<file path="src/rtl/id_ex_pipe_reg_if.sv">
// Bundles the ID-stage inputs and the EX-stage outputs of the ID/EX pipeline register.
// The master drives the decode-side inputs; the slave is the pipeline register itself.
interface id_ex_pipe_reg_if #(
  parameter int DATA_W = 32,
  parameter int REG_AW = 5,
  parameter int CNT_W  = 16
);
  logic              id_valid_i;
  logic              flush_i;
  logic [DATA_W-1:0] pc_plus4_i;
  logic [DATA_W-1:0] rs_data_i;
  logic [DATA_W-1:0] rt_data_i;
  logic [DATA_W-1:0] imm_ext_i;
  logic [REG_AW-1:0] rs_i;
  logic [REG_AW-1:0] rt_i;
  logic [REG_AW-1:0] rd_i;
  logic [9:0]        ctrl_i;

  logic [DATA_W-1:0] pc_plus4_o;
  logic [DATA_W-1:0] rs_data_o;
  logic [DATA_W-1:0] rt_data_o;
  logic [DATA_W-1:0] imm_ext_o;
  logic [REG_AW-1:0] rs_o;
  logic [REG_AW-1:0] rt_o;
  logic [REG_AW-1:0] rd_o;
  logic [9:0]        ctrl_o;
  logic              valid_o;
  logic              pc_write_o;
  logic              if_id_write_o;
  logic [CNT_W-1:0]  stall_cnt_o;

  modport master (
    output id_valid_i, flush_i, pc_plus4_i, rs_data_i, rt_data_i, imm_ext_i,
           rs_i, rt_i, rd_i, ctrl_i,
    input  pc_plus4_o, rs_data_o, rt_data_o, imm_ext_o, rs_o, rt_o, rd_o,
           ctrl_o, valid_o, pc_write_o, if_id_write_o, stall_cnt_o
  );

  modport slave (
    input  id_valid_i, flush_i, pc_plus4_i, rs_data_i, rt_data_i, imm_ext_i,
           rs_i, rt_i, rd_i, ctrl_i,
    output pc_plus4_o, rs_data_o, rt_data_o, imm_ext_o, rs_o, rt_o, rd_o,
           ctrl_o, valid_o, pc_write_o, if_id_write_o, stall_cnt_o
  );
endinterface

</file>
<file path="src/rtl/id_ex_pipe_reg.sv">
// ID/EX pipeline register with load-use hazard detection, branch flush and a
// saturating stall-cycle counter for performance reporting.
module id_ex_pipe_reg #(
  parameter int DATA_W = 32,
  parameter int REG_AW = 5,
  parameter int CNT_W  = 16
) (
  input logic             clk_i,
  input logic             rst_i,
  id_ex_pipe_reg_if.slave bus
);
  localparam int CTRL_W       = 10;
  localparam int CTRL_MEMREAD = 7;

  logic [DATA_W-1:0] r_pcPlus4;
  logic [DATA_W-1:0] r_rsData;
  logic [DATA_W-1:0] r_rtData;
  logic [DATA_W-1:0] r_immExt;
  logic [REG_AW-1:0] r_rs;
  logic [REG_AW-1:0] r_rt;
  logic [REG_AW-1:0] r_rd;
  logic [CTRL_W-1:0] r_ctrl;
  logic              r_valid;
  logic [CNT_W-1:0]  r_stallCnt;

  logic w_rtNonZero;
  logic w_rtMatch;
  logic w_hazard;
  logic w_stall;
  logic w_bubble;
  logic w_cntSat;

  // A load in EX whose destination feeds the ID instruction; $0 is never a real dependency.
  assign w_rtNonZero = (r_rt != '0);
  assign w_rtMatch   = (r_rt == bus.rs_i) || (r_rt == bus.rt_i);
  assign w_hazard    = r_valid && r_ctrl[CTRL_MEMREAD] && w_rtNonZero &&
                       bus.id_valid_i && w_rtMatch;

  // A flushed instruction is discarded anyway, so it must not hold the front end.
  assign w_stall  = w_hazard && !bus.flush_i;
  assign w_bubble = bus.flush_i || w_hazard || !bus.id_valid_i;
  assign w_cntSat = (r_stallCnt == {CNT_W{1'b1}});

  assign bus.pc_write_o    = rst_i || !w_stall;
  assign bus.if_id_write_o = rst_i || !w_stall;

  always_ff @(posedge clk_i) begin
    if (rst_i) begin
      r_pcPlus4  <= '0;
      r_rsData   <= '0;
      r_rtData   <= '0;
      r_immExt   <= '0;
      r_rs       <= '0;
      r_rt       <= '0;
      r_rd       <= '0;
      r_ctrl     <= '0;
      r_valid    <= 1'b0;
      r_stallCnt <= '0;
    end else begin
      r_pcPlus4 <= bus.pc_plus4_i;
      r_rsData  <= bus.rs_data_i;
      r_rtData  <= bus.rt_data_i;
      r_immExt  <= bus.imm_ext_i;
      r_rs      <= bus.rs_i;
      r_rt      <= bus.rt_i;
      r_rd      <= bus.rd_i;
      if (w_bubble) begin
        r_ctrl  <= '0;
        r_valid <= 1'b0;
      end else begin
        r_ctrl  <= bus.ctrl_i;
        r_valid <= 1'b1;
      end
      if (w_stall && !w_cntSat) begin
        r_stallCnt <= r_stallCnt + CNT_W'(1);
      end
    end
  end

  assign bus.pc_plus4_o  = r_pcPlus4;
  assign bus.rs_data_o   = r_rsData;
  assign bus.rt_data_o   = r_rtData;
  assign bus.imm_ext_o   = r_immExt;
  assign bus.rs_o        = r_rs;
  assign bus.rt_o        = r_rt;
  assign bus.rd_o        = r_rd;
  assign bus.ctrl_o      = r_ctrl;
  assign bus.valid_o     = r_valid;
  assign bus.stall_cnt_o = r_stallCnt;
endmodule

</file>
<file path="src/flat_wrapper.sv">
// flat-port wrapper written by rule: the top's interface ports become plain ports
module id_ex_pipe_reg_flat 
#(
  parameter int DATA_W = 32,
  parameter int REG_AW = 5,
  parameter int CNT_W  = 16
)
  (clk_i, rst_i, bus_id_valid_i, bus_flush_i, bus_pc_plus4_i, bus_rs_data_i, bus_rt_data_i, bus_imm_ext_i, bus_rs_i, bus_rt_i, bus_rd_i, bus_ctrl_i, bus_pc_plus4_o, bus_rs_data_o, bus_rt_data_o, bus_imm_ext_o, bus_rs_o, bus_rt_o, bus_rd_o, bus_ctrl_o, bus_valid_o, bus_pc_write_o, bus_if_id_write_o, bus_stall_cnt_o);
  id_ex_pipe_reg_if #(.DATA_W(DATA_W), .REG_AW(REG_AW), .CNT_W(CNT_W)) bus_i ();
  input logic clk_i;
  input logic rst_i;
  input wire logic [$bits(bus_i.id_valid_i)-1:0] bus_id_valid_i;
  input wire logic [$bits(bus_i.flush_i)-1:0] bus_flush_i;
  input wire logic [$bits(bus_i.pc_plus4_i)-1:0] bus_pc_plus4_i;
  input wire logic [$bits(bus_i.rs_data_i)-1:0] bus_rs_data_i;
  input wire logic [$bits(bus_i.rt_data_i)-1:0] bus_rt_data_i;
  input wire logic [$bits(bus_i.imm_ext_i)-1:0] bus_imm_ext_i;
  input wire logic [$bits(bus_i.rs_i)-1:0] bus_rs_i;
  input wire logic [$bits(bus_i.rt_i)-1:0] bus_rt_i;
  input wire logic [$bits(bus_i.rd_i)-1:0] bus_rd_i;
  input wire logic [$bits(bus_i.ctrl_i)-1:0] bus_ctrl_i;
  output wire logic [$bits(bus_i.pc_plus4_o)-1:0] bus_pc_plus4_o;
  output wire logic [$bits(bus_i.rs_data_o)-1:0] bus_rs_data_o;
  output wire logic [$bits(bus_i.rt_data_o)-1:0] bus_rt_data_o;
  output wire logic [$bits(bus_i.imm_ext_o)-1:0] bus_imm_ext_o;
  output wire logic [$bits(bus_i.rs_o)-1:0] bus_rs_o;
  output wire logic [$bits(bus_i.rt_o)-1:0] bus_rt_o;
  output wire logic [$bits(bus_i.rd_o)-1:0] bus_rd_o;
  output wire logic [$bits(bus_i.ctrl_o)-1:0] bus_ctrl_o;
  output wire logic [$bits(bus_i.valid_o)-1:0] bus_valid_o;
  output wire logic [$bits(bus_i.pc_write_o)-1:0] bus_pc_write_o;
  output wire logic [$bits(bus_i.if_id_write_o)-1:0] bus_if_id_write_o;
  output wire logic [$bits(bus_i.stall_cnt_o)-1:0] bus_stall_cnt_o;
  assign bus_i.id_valid_i = bus_id_valid_i;
  assign bus_i.flush_i = bus_flush_i;
  assign bus_i.pc_plus4_i = bus_pc_plus4_i;
  assign bus_i.rs_data_i = bus_rs_data_i;
  assign bus_i.rt_data_i = bus_rt_data_i;
  assign bus_i.imm_ext_i = bus_imm_ext_i;
  assign bus_i.rs_i = bus_rs_i;
  assign bus_i.rt_i = bus_rt_i;
  assign bus_i.rd_i = bus_rd_i;
  assign bus_i.ctrl_i = bus_ctrl_i;
  assign bus_pc_plus4_o = bus_i.pc_plus4_o;
  assign bus_rs_data_o = bus_i.rs_data_o;
  assign bus_rt_data_o = bus_i.rt_data_o;
  assign bus_imm_ext_o = bus_i.imm_ext_o;
  assign bus_rs_o = bus_i.rs_o;
  assign bus_rt_o = bus_i.rt_o;
  assign bus_rd_o = bus_i.rd_o;
  assign bus_ctrl_o = bus_i.ctrl_o;
  assign bus_valid_o = bus_i.valid_o;
  assign bus_pc_write_o = bus_i.pc_write_o;
  assign bus_if_id_write_o = bus_i.if_id_write_o;
  assign bus_stall_cnt_o = bus_i.stall_cnt_o;
  id_ex_pipe_reg #(.DATA_W(DATA_W), .REG_AW(REG_AW), .CNT_W(CNT_W)) u_core (.clk_i(clk_i), .rst_i(rst_i), .bus(bus_i));
endmodule
</file>
<file path="config.mk">
export PLATFORM = sky130hd
export DESIGN_NAME = id_ex_pipe_reg_flat
export DESIGN_NICKNAME = d
export VERILOG_FILES = /design/src/rtl/id_ex_pipe_reg_if.sv /design/src/rtl/id_ex_pipe_reg.sv /design/src/flat_wrapper.sv
export SDC_FILE = /design/constraint.sdc
export NUM_CORES = 1
export LEC_CHECK = 0
export ABC_AREA = 1
export BUFFER_PORTS_ARGS = -buffer_cell sky130_fd_sc_hd__buf_2
export CAP_MARGIN = 20
export CORE_AREA = 4 4 125 127
export CTS_CLUSTER_DIAMETER = 40
export DETAILED_ROUTE_END_ITERATION = 8
export DIE_AREA = 0 0 129 131
export GPL_TIMING_DRIVEN = 0
export PLACE_DENSITY = 0.71
export SYNTH_ARGS = -nofsm -noshare
export SYNTH_HDL_FRONTEND = slang
export SYNTH_SLANG_ARGS = --single-unit
</file>
<file path="constraint.sdc">
create_clock -name clk_i -period 1.96 [get_ports clk_i]
set_input_delay 0.196 -clock clk_i [delete_from_list [all_inputs] [get_ports clk_i]]
set_output_delay 0.196 -clock clk_i [all_outputs]
set_load 0.01 [all_outputs]
</file>
== Word level (Yosys, flattened, before mapping) ==
Cells that the tools add are included.

* Add/subtract/negate cells: 1
* Equality and inequality tests: 3
* Muxes and demuxes: 1
* Reduce and logical (&&, ||, !) cells: 16

{| class="wikitable"
|+ Operator list
! cell !! count
|-
| adder 16 x 1 -> 16 bit, second input constant || 1
|-
| equality test 16 bit, second input constant || 1
|-
| equality test 5 bit || 2
|-
| logical AND 1 bit || 6
|-
| nonzero test 5 bit || 1
|-
| logical NOT 1 bit || 4
|-
| logical OR 1 bit || 4
|-
| OR reduction 2 bit || 1
|-
| 2-to-1 mux 1 bit || 1
|}

* Register bits after elaboration: 170
* Input port bits: 157

== Longest topological paths before layout ==
* Depth after elaboration: 7
* Depth in mapped cells: 11
* Depth with buffers taken out: 11

== Least setup slack after synthesis ==
OpenSTA, ideal clock, no wires.

* Kind: register to register
* Start: reg u_core.r_stallCnt[1] (netlist: u_core.bus.stall_cnt_o[1])
* End: reg u_core.r_stallCnt[8] (netlist: u_core.bus.stall_cnt_o[8])
* Library setup time: 115 ps
* Arrival: 1373 ps
* Required time: 1845 ps
* Setup slack: 472 ps
* Stages on the path, launching flop included: 9
* Period minus slack after synthesis: 1488 ps
* Cells stage by stage: dfxtp_1 > ha_1 > nand2_1 > nor2_4 > nand4_4 > nand2_1 > nor2_1 > a21oi_1 > nor2_1

* Longest elaborated chain between the ends: 3
* Elaborated cells on any way between the ends: 4
* Those cells by class: add/sub (1); eq/ne (1); reduce/logical (2)

{| class="wikitable"
|+ RTL lines
! item !! RTL line !! RTL
|-
| start: declaration || id_ex_pipe_reg.sv:24 || <nowiki>logic [CNT_W-1:0] r_stallCnt;</nowiki>
|-
| start signal: assignment || id_ex_pipe_reg.sv:75 || <nowiki>r_stallCnt <= r_stallCnt + CNT_W'(1);</nowiki>
|-
| branches (longest 3 deep; another with adder 16 x 1 -> 16 bit) || -- ||
|}

Parallel ways; which one is timed is not known.
A chain may end at the register's enable or synchronous reset.

== Final worst setup path ==
* Start: reg u_core.r_rt[2] (netlist: u_core.bus.rt_o[2])
* End: out bus_if_id_write_o

* Longest elaborated chain between the ends: 7
* Elaborated cells on any way between the ends: 10
* Those cells by class: eq/ne (2); reduce/logical (8)

{| class="wikitable"
|+ RTL lines
! item !! RTL line !! RTL
|-
| start: declaration || id_ex_pipe_reg.sv:20 || <nowiki>logic [REG_AW-1:0] r_rt;</nowiki>
|-
| start signal: assignment || id_ex_pipe_reg.sv:65 || <nowiki>r_rt <= bus.rt_i;</nowiki>
|-
| nonzero test 5 bit || id_ex_pipe_reg.sv:34 || <nowiki>assign w_rtNonZero = (r_rt != '0);</nowiki>
|-
| logical AND 1 bit (2 in series) || id_ex_pipe_reg.sv:36 || <nowiki>assign w_hazard = r_valid && r_ctrl[CTRL_MEMREAD] && w_rtNonZero &&</nowiki>
|-
| logical AND 1 bit * || id_ex_pipe_reg.sv:37 || <nowiki>bus.id_valid_i && w_rtMatch;</nowiki>
|-
| logical AND 1 bit * || id_ex_pipe_reg.sv:40 || <nowiki>assign w_stall = w_hazard && !bus.flush_i;</nowiki>
|-
| logical NOT 1 bit * || id_ex_pipe_reg.sv:45 || <nowiki>assign bus.if_id_write_o = rst_i || !w_stall;</nowiki>
|-
| logical OR 1 bit * || id_ex_pipe_reg.sv:45 ||
|-
| end: declaration || flat_wrapper.sv:32 || <nowiki>output wire logic [$bits(bus_i.if_id_write_o)-1:0] bus_if_id_write_o;</nowiki>
|}

Every way passes the cells marked *; elsewhere a longest branch is shown, timed or not.

==> summary.md <==
| Metric | Value |
|---|---|
| Drt first pass iters | 4 |
| Crit path max-delay cell type | dfxtp_2 |
| Worst r2r src | u_core.bus.stall_cnt_o[0] |
| Final Hold Viols | 0 |
| Final Wtd Congestion | 0.843 |
| Depth of the CTS H-tree | 4 |
| Post-route DRC | 0 |
| Global-route wire length before repair | 29.7 mm |
| Starting Density | 37.8% |
| Number of synthesized flops with an enable pin | 0 |
| Worst Hold Class | primary input to flip-flop |
| Critical path class | flip-flop to output port |
| PD cells | 848 nW/um2 |
| Fin crit share | 95.3% |
| WP buf/inv | 3 |
| Ys flop type | dfxtp_1 |
| Syn nets | 827 |
| Compound-Gate Fraction of Synth Area | 1.26% |
| Root Driver | clkbuf_16 |
| Worst VDD drop | 0.542 mV |
| Vias in the first global route | 5954 |
| Layout overhead on the synthesized area | 72.0% |
| Final HPWL DP | 12.7 mm |
| Cell count after synthesis | 669 |
| Peak Freq | 535 MHz |
| CTS buffer count | 17 |
| Worst EP required | 1760 ps |
| Row Count | 44 |
| Antenna violations before repair | 0 |
| Synth Area per Inst | 8.14 um2 |
| Crit path max-delay family | simple AND/OR/NAND/NOR gates |
| Post-synthesis adder-cell area fraction | 0.230% |
| GRT Resource Usage Total | 22.8% |
| Worst-path fanout max | 4 |
| Post-placement cell area | 7320 um2 |
| Synth warnings | 0 |
| Leakage | 5.28 nW |
| DRT Wirelength | 19.8 mm |
| Setup crit end kind | output port |
| Critical Path AT | 1670 ps |
| Status | complete, no violations |
| # setup viols final | 0 |
| Main combinational cell family by area after synthesis | simple AND/OR/NAND/NOR gates |
| Seq/Total Area, Yosys | 62.5% |
| Worst slew margin | 60.3% |
| Ant. Diodes | 0 |
| Mapped cell area | 5450 um2 |
| Layout net count | 1318 |
| Via/cell ratio | 4.27 |
| Critical path, cell by cell | inv_2, nand2_1, nand2_1, nor2_2, nand3_1, nand2_2, nand4_1, buf_4, buf_2 |
| Input/output buffers | 327 |
| CP most frequent cell | nand2_1 |
| Post-Synth Simple-Gate Area | 21.8% |
| Io pins | 329 |
| Sink Count | 170 |
| Final Skew | 14.3 ps |
| Fin util | 65.0% |
| Via count | 5787 |
| Core ar. | 14400 um2 |
| Clock slew at reported path FFs | 60 ps |
| DRT antenna net count | 0 |
| Fraction of layout cells with a size suffix above 1 | 33.2% |
| Critical path startpoint | u_core.bus.rt_o[2] |
| Slew @ Worst Pin | 596 ps |
| Max-Cap Viols | 0 |
| Avg WL per Cell | 14.6 um |
| XOR/XNOR Fraction of Synth Area | 0.482% |
| Cell variety after synth | 27 |
| Grt total ovfl | 0 |
| Clock Latency Late Sink | 420 ps |
| Largest net degree at the start of global routing | 17 |
| Synth Register Bits | 170 |
| Ys async rst share | 0% |
| Crit path launch type | flip-flop |
| Fin cells | 1356 |
| Fin. max-slew vios | 0 |
| Placed Cells | 1180 |
| Final non-filler cell area | 9370 um2 |
| Die extent in y | 131 um |
| CTS tree | built |
| Mux contribution to synthesized area | 0% |
| Die area | 16900 um2 |
| Die Wd | 129 um |
| HP Start | bus_rs_i[1] |
| Initial DRC count | 286 |
| Tmin final | 1870 ps |
| Clock tree buffer depth | 2 |
| Max incr delay on CP | 350 ps |
[per-layer routing]
layer	part of all wire [%]	up-vias	track usage, %
li1	-	2863	-
met3	7.9	51	7.64
met4	3.7	0	11.4
met1	36	2611	23.6
met5	0	-	0
met2	52	262	41.0
[cells in the mapped netlist (all sizes together), types with 2 or more instances]
cell	n	share of area [%]
clkbuf	10	0.69
buf	9	0.92
xnor2	2	0.32
inv	176	12
nand4	9	1.4
nand2	63	4.4
a21oi	4	0.37
o21bai	2	0.28
nor2	202	14
nand3	11	1.2
o21ai	5	0.46
dfxtp	170	62
[final cells by class]
type                    count  area (um2)
inverters                 177         664
multi-input cells         303        1300
fillers                  1101        5050
flip-flops and latches    170        3410
clock inverters            11         138
well taps                 184         230
clock buffers              20         447
repair buffers            472        3090
plain buffers              19        88.8
[path summary, 6_finish.rpt]
| kind | end | slack [ps] | cells past startpoint |
|---|---|---|---|
| max | bus_if_id_write_o | 90 | 9 |
| min | u_core.bus.rs_o[1] | 20 | 3 |
| max reg2reg | u_core.bus.stall_cnt_o[8] | 320 | 8 |
| min reg2reg | u_core.bus.stall_cnt_o[15] | 520 | 2 |
[worst min-delay path: stages]
cell and delay (ps):
buf_2 90, inv_1 40, nor2_1 70
[where the power goes]
part           switching, mW  internal [mW]  total (mW)
logic                  0.452          0.489       0.940
clock network           1.41           1.93        3.34
registers             0.0496           3.62        3.67
total                   1.91           6.04        7.95
[cells in the final DEF, fill, tap and decap left out, types with 3 or more instances in the layout]
cell	count
inv_6	3
clkinvlp_4	3
nor2_1	196
nand2_1	59
buf_2	332
dlygate4sd3_1	143
inv_1	172
clkbuf_16	17
a21oi_1	4
dfxtp_2	4
buf_4	5
dfxtp_1	166
nand4_1	7
nand3_1	10
nand2_2	4
nor2_2	3
o21ai_0	4
inv_2	4
clkbuf_1	11
nor2_4	3
[cells by family after synthesis]
group                    Yosys count
AND/OR/NAND/NOR                  287
buffers and inverters            196
flip-flops                       170
AO/OA/AOI/OAI                     12
XOR/XNOR                           3
adder cells (fa/ha/maj)            1
[flip-flops by register name, summed over array words and instances, names as in the netlist]
signal	count
u_core.bus.imm_ext_o	32
u_core.bus.pc_plus4_o	32
u_core.bus.rs_data_o	32
u_core.bus.rt_data_o	32
u_core.bus.stall_cnt_o	16
u_core.bus.ctrl_o	10
u_core.bus.rd_o	5
u_core.bus.rs_o	5
u_core.bus.rt_o	5
u_core.bus.valid_o	1
[through the flow]
step | TNS [ps] | hold WS [ps] | setup WS [ps] | total power [mW]
floorplan | 0 | 303 | 472 | 4.02
global placement | -386 | 393 | -233 | 4.40
detailed placement | -428 | 402 | -255 | 4.41
CTS | 0 | 0.0910 | 1.22 | 7.96
global route | -11.8 | 10.1 | -8.65 | 8.25
finish | 0 | 18.9 | 92.4 | 7.95
[timing repair]
item                                    4_1_cts  5_1_grt
setup buffers                                 2        1
resized for setup                             3        9
hold endpoints to repair                    144        0
pin swaps                                     1        4
hold buffers                                144        0
endpoints found under the setup margin        2        2
No activity file was read; power rests on OpenSTA's default activity.
